`src/rtl/fun_sched_pkg.sv`:
```
// Shared definitions for the fun_sched round-robin scheduler.
// Optional watchdog is enabled by defining FUN_SCHED_WATCHDOG_EN.
package fun_sched_pkg;

    localparam int OP_W            = 8;
    localparam int TIMEOUT_DEFAULT = 255;

    typedef enum logic [2:0] {
        ST_IDLE,
        ST_ISSUE,
        ST_ACK,
        ST_RUN,
        ST_DONE
    } state_t;

    // Increment modulo n; n need not be a power of two.
    function automatic int wrap_inc(input int v, input int n);
        return (v + 1 >= n) ? 0 : v + 1;
    endfunction

endpackage

```
`src/rtl/fun_sched_rr_arbiter.sv`:
```
// Combinational round-robin pick: the first set request at or after ptr
// (wrapping modulo N_REQ) wins. Produces a one-hot grant and its index.
module rr_arbiter #(
    parameter int N_REQ = 4,
    parameter int ID_W  = $clog2(N_REQ)
) (
    input  logic [N_REQ-1:0] req,
    input  logic [ID_W-1:0]  ptr,
    output logic [N_REQ-1:0] gnt,
    output logic [ID_W-1:0]  idx,
    output logic             any
);

    // Requester index at offset off from base, wrapped into 0..N_REQ-1.
    function automatic logic [ID_W-1:0] rot(input logic [ID_W-1:0] base, input int off);
        int s;
        s = int'(base) + off;
        if (s >= N_REQ) s = s - N_REQ;
        return ID_W'(s);
    endfunction

    // Scan from ptr and keep only the first requester found.
    always_comb begin
        // NOTE: every output of a combinational block gets a default first,
        // so no path leaves it unassigned and no latch is inferred.
        gnt = '0;
        idx = '0;
        any = 1'b0;
        for (int i = 0; i < N_REQ; i++) begin
            if (!any && req[rot(ptr, i)]) begin
                any           = 1'b1;
                idx           = rot(ptr, i);
                gnt[rot(ptr, i)] = 1'b1;
            end
        end
    end

endmodule

```
`src/rtl/fun_sched.sv`:
```
// Round-robin scheduler sharing one multi-cycle fun unit between N_REQ
// requesters. Arbitrates in IDLE, latches the winner's operands, runs the
// unit through start/busy and returns the result tagged with the winner id.
// Define FUN_SCHED_WATCHDOG_EN to build the ACK/RUN timeout watchdog.
module fun_sched
    import fun_sched_pkg::*;
#(
    parameter int N_REQ   = 4,
    parameter int ID_W    = $clog2(N_REQ),
    parameter int TIMEOUT = TIMEOUT_DEFAULT
) (
    input  logic                   clk_i,
    input  logic                   rst_i,
    input  logic [N_REQ-1:0]       req_i,
    input  logic [OP_W*N_REQ-1:0]  a_bi,
    input  logic [OP_W*N_REQ-1:0]  b_bi,
    output logic [N_REQ-1:0]       gnt_o,
    output logic                   done_o,
    output logic [ID_W-1:0]        done_id_o,
    output logic [OP_W-1:0]        y_bo,
    output logic                   err_o,
    output logic                   busy_o,
    output logic                   fun_start_o,
    output logic [OP_W-1:0]        fun_a_bo,
    output logic [OP_W-1:0]        fun_b_bo,
    input  logic                   fun_busy_i,
    input  logic [OP_W-1:0]        fun_y_bi
);

    state_t             state;
    state_t             state_next;
    logic [ID_W-1:0]    ptr;
    logic [ID_W-1:0]    id_q;
    logic [N_REQ-1:0]   arb_gnt;
    logic [ID_W-1:0]    arb_idx;
    logic               arb_any;
    logic               grant_take;
    logic               enter_done;
    logic               timeout;
    logic [OP_W-1:0]    a_arr [N_REQ];
    logic [OP_W-1:0]    b_arr [N_REQ];

    for (genvar k = 0; k < N_REQ; k++) begin : g_unpack
        assign a_arr[k] = a_bi[k*OP_W +: OP_W];
        assign b_arr[k] = b_bi[k*OP_W +: OP_W];
    end

    rr_arbiter #(
        .N_REQ (N_REQ),
        .ID_W  (ID_W)
    ) u_arb (
        .req (req_i),
        .ptr (ptr),
        .gnt (arb_gnt),
        .idx (arb_idx),
        .any (arb_any)
    );

    assign busy_o = (state != ST_IDLE);

    // State register.
    always_ff @(posedge clk_i or negedge rst_i) begin
        if (!rst_i) state <= ST_IDLE;
        else        state <= state_next;
    end

    // Next-state logic plus the grant/complete strobes for the datapath.
    always_comb begin
        state_next = state;
        grant_take = 1'b0;
        enter_done = 1'b0;
        case (state)
            ST_IDLE: begin
                if (arb_any) begin
                    state_next = ST_ISSUE;
                    grant_take = 1'b1;
                end
            end
            ST_ISSUE: state_next = ST_ACK;
            ST_ACK: begin
                if (timeout) begin
                    state_next = ST_DONE;
                    enter_done = 1'b1;
                end else if (fun_busy_i) begin
                    state_next = ST_RUN;
                end
            end
            ST_RUN: begin
                if (timeout || !fun_busy_i) begin
                    state_next = ST_DONE;
                    enter_done = 1'b1;
                end
            end
            ST_DONE: state_next = ST_IDLE;
            default: state_next = ST_IDLE;
        endcase
    end

    // Grant, operand/id latching, start pulse and result capture.
    always_ff @(posedge clk_i or negedge rst_i) begin
        if (!rst_i) begin
            ptr         <= '0;
            id_q        <= '0;
            gnt_o       <= '0;
            done_o      <= 1'b0;
            done_id_o   <= '0;
            y_bo        <= '0;
            fun_start_o <= 1'b0;
            fun_a_bo    <= '0;
            fun_b_bo    <= '0;
        end else begin
            // NOTE: sequential state uses non-blocking assignments so every
            // register samples the pre-edge values and updates together.
            gnt_o       <= '0;
            done_o      <= 1'b0;
            fun_start_o <= (state == ST_ISSUE);
            if (grant_take) begin
                gnt_o    <= arb_gnt;
                fun_a_bo <= a_arr[arb_idx];
                fun_b_bo <= b_arr[arb_idx];
                id_q     <= arb_idx;
                ptr      <= ID_W'(wrap_inc(int'(arb_idx), N_REQ));
            end
            if (enter_done) begin
                done_o    <= 1'b1;
                done_id_o <= id_q;
                y_bo      <= timeout ? '0 : fun_y_bi;
            end
        end
    end

`ifdef FUN_SCHED_WATCHDOG_EN
    localparam int WD_W = $clog2(TIMEOUT + 1);
    logic [WD_W-1:0] wd_cnt;

    assign timeout = ((state == ST_ACK) || (state == ST_RUN)) && (wd_cnt == WD_W'(TIMEOUT));

    // Cycle counter for ACK/RUN; restarts from zero on every state change.
    always_ff @(posedge clk_i or negedge rst_i) begin
        if (!rst_i)                   wd_cnt <= '0;
        else if (state_next != state) wd_cnt <= '0;
        else if (((state == ST_ACK) || (state == ST_RUN)) && !timeout)
                                      wd_cnt <= wd_cnt + 1'b1;
    end

    // Error flag travels with done_o and holds until the next result.
    always_ff @(posedge clk_i or negedge rst_i) begin
        if (!rst_i)          err_o <= 1'b0;
        else if (enter_done) err_o <= timeout;
    end
`else
    assign timeout = 1'b0;
    assign err_o   = 1'b0;
`endif

endmodule

```
`config.mk`:
```
export PLATFORM = sky130hd
export DESIGN_NAME = fun_sched
export DESIGN_NICKNAME = d
export VERILOG_FILES = /design/src/rtl/fun_sched_pkg.sv /design/src/rtl/fun_sched_rr_arbiter.sv /design/src/rtl/fun_sched.sv
export SDC_FILE = /design/constraint.sdc
export NUM_CORES = 1
export LEC_CHECK = 0
export BUFFER_PORTS_ARGS = -buffer_cell sky130_fd_sc_hd__buf_2
export CELL_PAD_IN_SITES_DETAIL_PLACEMENT = 1
export CELL_PAD_IN_SITES_GLOBAL_PLACEMENT = 1
export CORE_ASPECT_RATIO = 0.8
export CORE_MARGIN = 1
export CORE_UTILIZATION = 39
export CTS_CLUSTER_SIZE = 10
export DETAILED_ROUTE_END_ITERATION = 16
export GPL_ROUTABILITY_DRIVEN = 0
export HOLD_SLACK_MARGIN = 0.05
export PLACE_DENSITY = 0.83
export REMOVE_ABC_BUFFERS = 1
export SLEW_MARGIN = 10
export SYNTH_ARGS = -nofsm -noshare
export SYNTH_HDL_FRONTEND = slang
export SYNTH_HIERARCHICAL = 1
export SYNTH_SLANG_ARGS = --single-unit
```
`constraint.sdc`:
```
create_clock -name clk_i -period 8 [get_ports clk_i]
set_clock_uncertainty 0.05 [all_clocks]
set_input_delay 1.2 -clock clk_i [delete_from_list [all_inputs] [get_ports clk_i]]
set_output_delay 1.2 -clock clk_i [all_outputs]
set_load 0.02 [all_outputs]
```
== Word level (Yosys, flattened, before mapping) ==
Index checks and enable logic that the tools add are counted.
Widths: inputs -> output; s select.
Word-level totals
  input bits: 79
  bits in registers: 39
  output and inout bits: 34
Operators by class
  $lt $le $gt $ge: 18
  mux-type cells: 53
  equal/unequal tests: 6
  add/sub/neg operators: 8
  reduce and logical (&&, ||, !) cells: 13
  bitwise logic cells: 4
Operators by type and width (count)
  $bmux 8 s2: 2
  $mux 8: 4
  $mux 2: 13
  $lt 2x3->1 const B: 8
  $mux 4: 5
  $mux 1: 17
  $ge 3x3->1 const B: 5
  $or 4x4->4: 3
  $pmux 3 s4: 1
  $mux 3: 3
  $bmux 1 s2: 4
  $demux 1 s2: 4
  $ge 2x1->1 const B: 4
  $sub 2x1->2 const B: 4
  $logic_and 1x1->1: 7
  $add 2x1->3 const B: 2
  $add 2x2->3 const B: 2
  $eq 3x2->1 const B: 2
  $ne 2x2->1 const B: 3
  $eq 3x1->1 const B: 1
  $ge 2x3->1 const B: 1
  $logic_not 1->1: 3
  $logic_not 3->1: 1
  $not 2->3: 1
  other kinds (2): 2

== Logic depth before layout (Yosys ltp) ==
  word-level depth: 21
  gate-level depth with buffers: 12

== Cells and area by module ==
The synthesis kept the hierarchy.
Modules (own cells, without submodules)
  fun_sched: area an instance 1994.4 µm², times used 1, sequential area each 975.9 µm², cells each 112
  rr_arbiter: area an instance 419.2 µm², times used 1, sequential area each 0.0 µm², cells each 45

== Worst setup path before layout ==
Ideal clock, no wire load.
  kind: input-to-reg
  start point: input req_i[2]
  end point: register fun_a_bo[0]
  arrival: 3.388 ns
  stages: 8
  setup time: 0.125 ns
  setup slack: 4.437 ns
  required time: 7.825 ns
  cells stage by stage: mux4_2 -> buf_6 -> o311ai_0 -> a32o_1 -> buf_2 -> clkbuf_1 -> mux4_2 -> mux2_4
Between the ends
  longest elaborated chain between the ends: 16
RTL lines
  start, declared: RTL line fun_sched.sv:14  | input logic [N_REQ-1:0] req_i,
  $bmux 1 s2: RTL line fun_sched_rr_arbiter.sv:30  | if (!any && req[rot(ptr, i)]) begin
  $mux 1 (not written as such): RTL line fun_sched_rr_arbiter.sv:30
  $mux 1: RTL line fun_sched_rr_arbiter.sv:30
  $logic_not 1->1: RTL line fun_sched_rr_arbiter.sv:30
  $logic_and 1x1->1: RTL line fun_sched_rr_arbiter.sv:30
  $mux 1: RTL line fun_sched_rr_arbiter.sv:30
  $logic_not 1->1: RTL line fun_sched_rr_arbiter.sv:30
  $logic_and 1x1->1: RTL line fun_sched_rr_arbiter.sv:30
  $mux 1: RTL line fun_sched_rr_arbiter.sv:30
  $logic_not 1->1: RTL line fun_sched_rr_arbiter.sv:30
  $logic_and 1x1->1: RTL line fun_sched_rr_arbiter.sv:30
  $mux 2 *: RTL line fun_sched_rr_arbiter.sv:30
  via arb_idx[1]: RTL line fun_sched.sv:35  | logic [ID_W-1:0] arb_idx;
  $not 2->3 (not written as such) *: RTL line fun_sched.sv:119  | fun_a_bo <= a_arr[arb_idx];
  $bmux 8 s2 *: RTL line fun_sched.sv:119
  $mux 8 (not written as such) * (2 in series): RTL line fun_sched.sv:119
  end signal, assigned: RTL line fun_sched.sv:119
  end, declared: RTL line fun_sched.sv:24  | output logic [OP_W-1:0] fun_a_bo,
Mark *: on every way through the listed nets, which the timed path passes. The rest lies on a longest branch. The select of a mux whose other input is x is not followed.
A chain may end at the register's enable or synchronous reset.

== Worst setup path after layout ==
  start point: input req_i[3]
  end point: register fun_b_bo[2]
Between the ends
  longest elaborated chain between the ends: 16
RTL lines
  $bmux 1 s2: RTL line fun_sched_rr_arbiter.sv:30
  $mux 1 (not written as such): RTL line fun_sched_rr_arbiter.sv:30
  $mux 1: RTL line fun_sched_rr_arbiter.sv:30
  $logic_not 1->1: RTL line fun_sched_rr_arbiter.sv:30
  $logic_and 1x1->1: RTL line fun_sched_rr_arbiter.sv:30
  $mux 1: RTL line fun_sched_rr_arbiter.sv:30
  $logic_not 1->1: RTL line fun_sched_rr_arbiter.sv:30
  $logic_and 1x1->1: RTL line fun_sched_rr_arbiter.sv:30
  $mux 1: RTL line fun_sched_rr_arbiter.sv:30
  $logic_not 1->1: RTL line fun_sched_rr_arbiter.sv:30
  $logic_and 1x1->1: RTL line fun_sched_rr_arbiter.sv:30
  $mux 2 *: RTL line fun_sched_rr_arbiter.sv:30
  via arb_idx[1]: RTL line fun_sched.sv:35
  $not 2->3 (not written as such) *: RTL line fun_sched.sv:120  | fun_b_bo <= b_arr[arb_idx];
  $bmux 8 s2 *: RTL line fun_sched.sv:120
  $mux 8 (not written as such) * (2 in series): RTL line fun_sched.sv:120
  end signal, assigned: RTL line fun_sched.sv:120
  end, declared: RTL line fun_sched.sv:25  | output logic [OP_W-1:0] fun_b_bo,
Marks and branches as above.

==> metrics.txt <==
Slew HR=0.422; Distinct cells, synth=36; Worst Setup Start Kind=primary input; final setup vio count=0; predominant post-synthesis flop cell=dfrtp_1; 1st-iter DRT viols=61; setup TNS=0 ns; ANT nets after route=0; clk_lat worst skew=between 0.2 and 0.3 ns; synthesized instance count=~160; CP Capture Type=flop; post_cts resized=0; top post-synthesis cells by area=dfrtp_1 (40%), mux4_1 (11%), mux2_4 (10%); dpl hpwl=4280 µm; total die area=~6500 µm²; maximum vdd ir drop=~0.15 mV; CTS tree=done; Reg area=a little under 1000 µm²; vias per std cell=just over 5; Synth async-reset ratio=1.00; synthesized area=~2400 µm²; Pleak=~1.5 nW; Synth Warn #=6; critical path fanouts, max=18; Net Sw Power=approximately 0.57 mW; sw frac=0.407; multi-input logic area=about 1300 µm²; vias in the first global route=between 1,500 and 2,000; CTS max path bufs=2; Pins Over Slew Limit=0; MaxCap Viol Count=0; Internal=~0.83 mW; CTS clk-pin slew, worst paths=0.08 ns; post-CTS setup buffer count=0; Setup Crit Path Kind=primary input to flop; outcome=completed; Pre-antenna DRT Iters=4; first-pass GRT wire length=approximately 9000 µm; area leader, netlist=dfrtp_1; Post-CTS Hold Buffers=0; grt ovf=0; H-Tree Depth=2; Max Freq=between 200 and 300 MHz; RSZ-0062 raised after global routing=false; Buffers on Ports=111; final period utilization=0.455; final std cells w/o fill=approximately 350; Yosys reg bits=39; area grow syn2layout=27.3%; placed insts=roughly 340; Post-synth EDFFs=0; pin count of the biggest net entering global routing=40; Synth top area share=0.404; total clock buffers created by CTS=5; GRT Total Usage=0.173; design area=a little over 3000 µm²; required time of the worst setup path=between 8 and 9 ns; Core Area=around 5900 µm²; Gate power share=0.643; DRC errors left=0; number of fill cells=approximately 640; critical path arrival=approximately 3.8 ns; antenna violations before repair=0; Pwr per Cell Area=around 460 nW/µm²; CTS root buf=clkbuf_8; Layout Nets=350; Num Clock Sinks=39; Inserted Diodes=0; IO Count=roughly 110; share of post-route cells with drive strength above 1=0.635; Rows=25; average wire per standard cell=between 15 and 20 µm; clock power share=0.092; Chip Height=72.4 µm; post-synthesis sequential area ratio=0.404; Reg power frac=0.265; crit path time final=between 3 and 4 ns; Placed Instance Area=roughly 3000 µm²; Synth Area per Inst=about 15 µm²; final number of hold-violating endpoints=0; Die Span X=between 80 and 90 µm; via count=around 1,800; HP Class=flop to flop; Worst-Margin Slew=0.868 ns; WL final=around 5400 µm; Starting Density=0.406
power groups by stage:
stage	registers [mW]	logic, mW	clock network [mW]
3_3_place_gp	0.373	0.884	0
5_1_grt	0.388	0.980	0.145
3_5_place_dp	0.379	0.921	0
6_report	0.373	0.904	0.129
2_1_floorplan	0.457	0.592	0
4_1_cts	0.376	0.920	0.137
critical path, cell delays in order:
cell and delay [ns]:
buf_2 0.13, mux4_2 0.63, nor3_1 0.32, a32o_1 0.79, mux4_1 0.41, mux2_4 0.27
cell usage in the layout (no fill, tap or decap), types with 2 or more instances in the layout:
cell type / synthesis / layout
nor3_1: 2 / 2
mux4_1: 10 / 10
nand2_1: 2 / 2
buf_4: 1 / 2
clkbuf_8: 0 / 5
inv_1: 4 / 4
o21ai_0: 5 / 5
dfrtp_1: 39 / 39
clkinvlp_4: 0 / 2
mux2_4: 16 / 16
buf_2: 2 / 111
a22oi_1: 8 / 8
ha_1: 6 / 6
a21oi_1: 2 / 2
and2_1: 4 / 4
nor2_1: 4 / 4
nor4b_4: 2 / 2
mux2_2: 16 / 16
mux4_2: 10 / 10
flip-flops by register name, indices dropped and copies added (netlist names):
| register | cells |
|---|---|
| fun_b_bo | 8 |
| y_bo | 8 |
| fun_start_o | 1 |
| done_o | 1 |
| gnt_o | 4 |
| done_id_o | 2 |
| fun_a_bo | 8 |
| state | 3 |
| ptr | 2 |
| id_q | 2 |
kinds of logic (layout without fill, tap and decap cells):
logic type                 Yosys count  in the layout  synth area share
muxes                               53             53             0.381
other                                1              1           0.00155
adders and majority gates            6              6            0.0311
and+or+nand+nor                     23             23            0.0747
buffers and inverters               16            125            0.0544
AOI/OAI and AO/OA                   19             19            0.0534
DFF                                 39             39             0.404
cell usage after synthesis (all sizes together) (2+ instances only):
cell type   n
inv         4
mux4       20
dfrtp      39
buf        10
nand2       2
clkbuf      2
and2        4
a22oi       8
o21ai       5
mux2       32
a21oi       2
nor3        2
nor4b       2
nor2        4
ha          6
layer usage:
metal	vias to the layer above	share of wire	GRT usage
li1	826	-	-
met1	870	0.39	0.202
met2	85	0.52	0.312
met3	8	0.080	0.0545
met4	0	0.0098	0.0466
met5	-	0	0
through the flow:
stage | hold slack (ns) | utilization | worst slack [ns] | total power, mW
finish | 0.456 | 0.517 | 4.36 | 1.41
global route | 0.475 | 0.517 | 4.07 | 1.51
CTS | 0.461 | 0.517 | 4.29 | 1.43
detailed placement | 0.442 | 0.502 | 4.04 | 1.30
global placement | 0.434 | 0.502 | 4.10 | 1.26
floorplan | 0.425 | - | 2.97 | 1.05
worst paths after layout:
kind / start / to / slack (ns) / cells after the start
max: req_i[3] / fun_b_bo[2]$_DFFE_PN0N_ / 4.36 / 6
min: y_bo[1]$_DFFE_PN0P_ / y_bo[1]$_DFFE_PN0P_ / 0.46 / 1
max reg2reg: ptr[0]$_DFFE_PN0N_ / fun_b_bo[2]$_DFFE_PN0N_ / 4.36 / 7
min reg2reg: y_bo[1]$_DFFE_PN0P_ / y_bo[1]$_DFFE_PN0P_ / 0.46 / 1
max in group asynchronous: rst_i / fun_b_bo[3]$_DFFE_PN0N_ / 6.38 / 1
min in group asynchronous: rst_i / done_id_o[0]$_DFFE_PN0P_ / 0.98 / 1
cell type report:
cell class                      count  share of cell area
Multi-Input combinational cell    102               0.430
Clock inverter                      3             0.00652
Tap cell                           81              0.0330
Clock buffer                        5              0.0224
Sequential cell                    39               0.318
Inverter                            4             0.00489
Timing Repair Buffer              113               0.186
No activity file was read; power rests on OpenSTA's default activity.
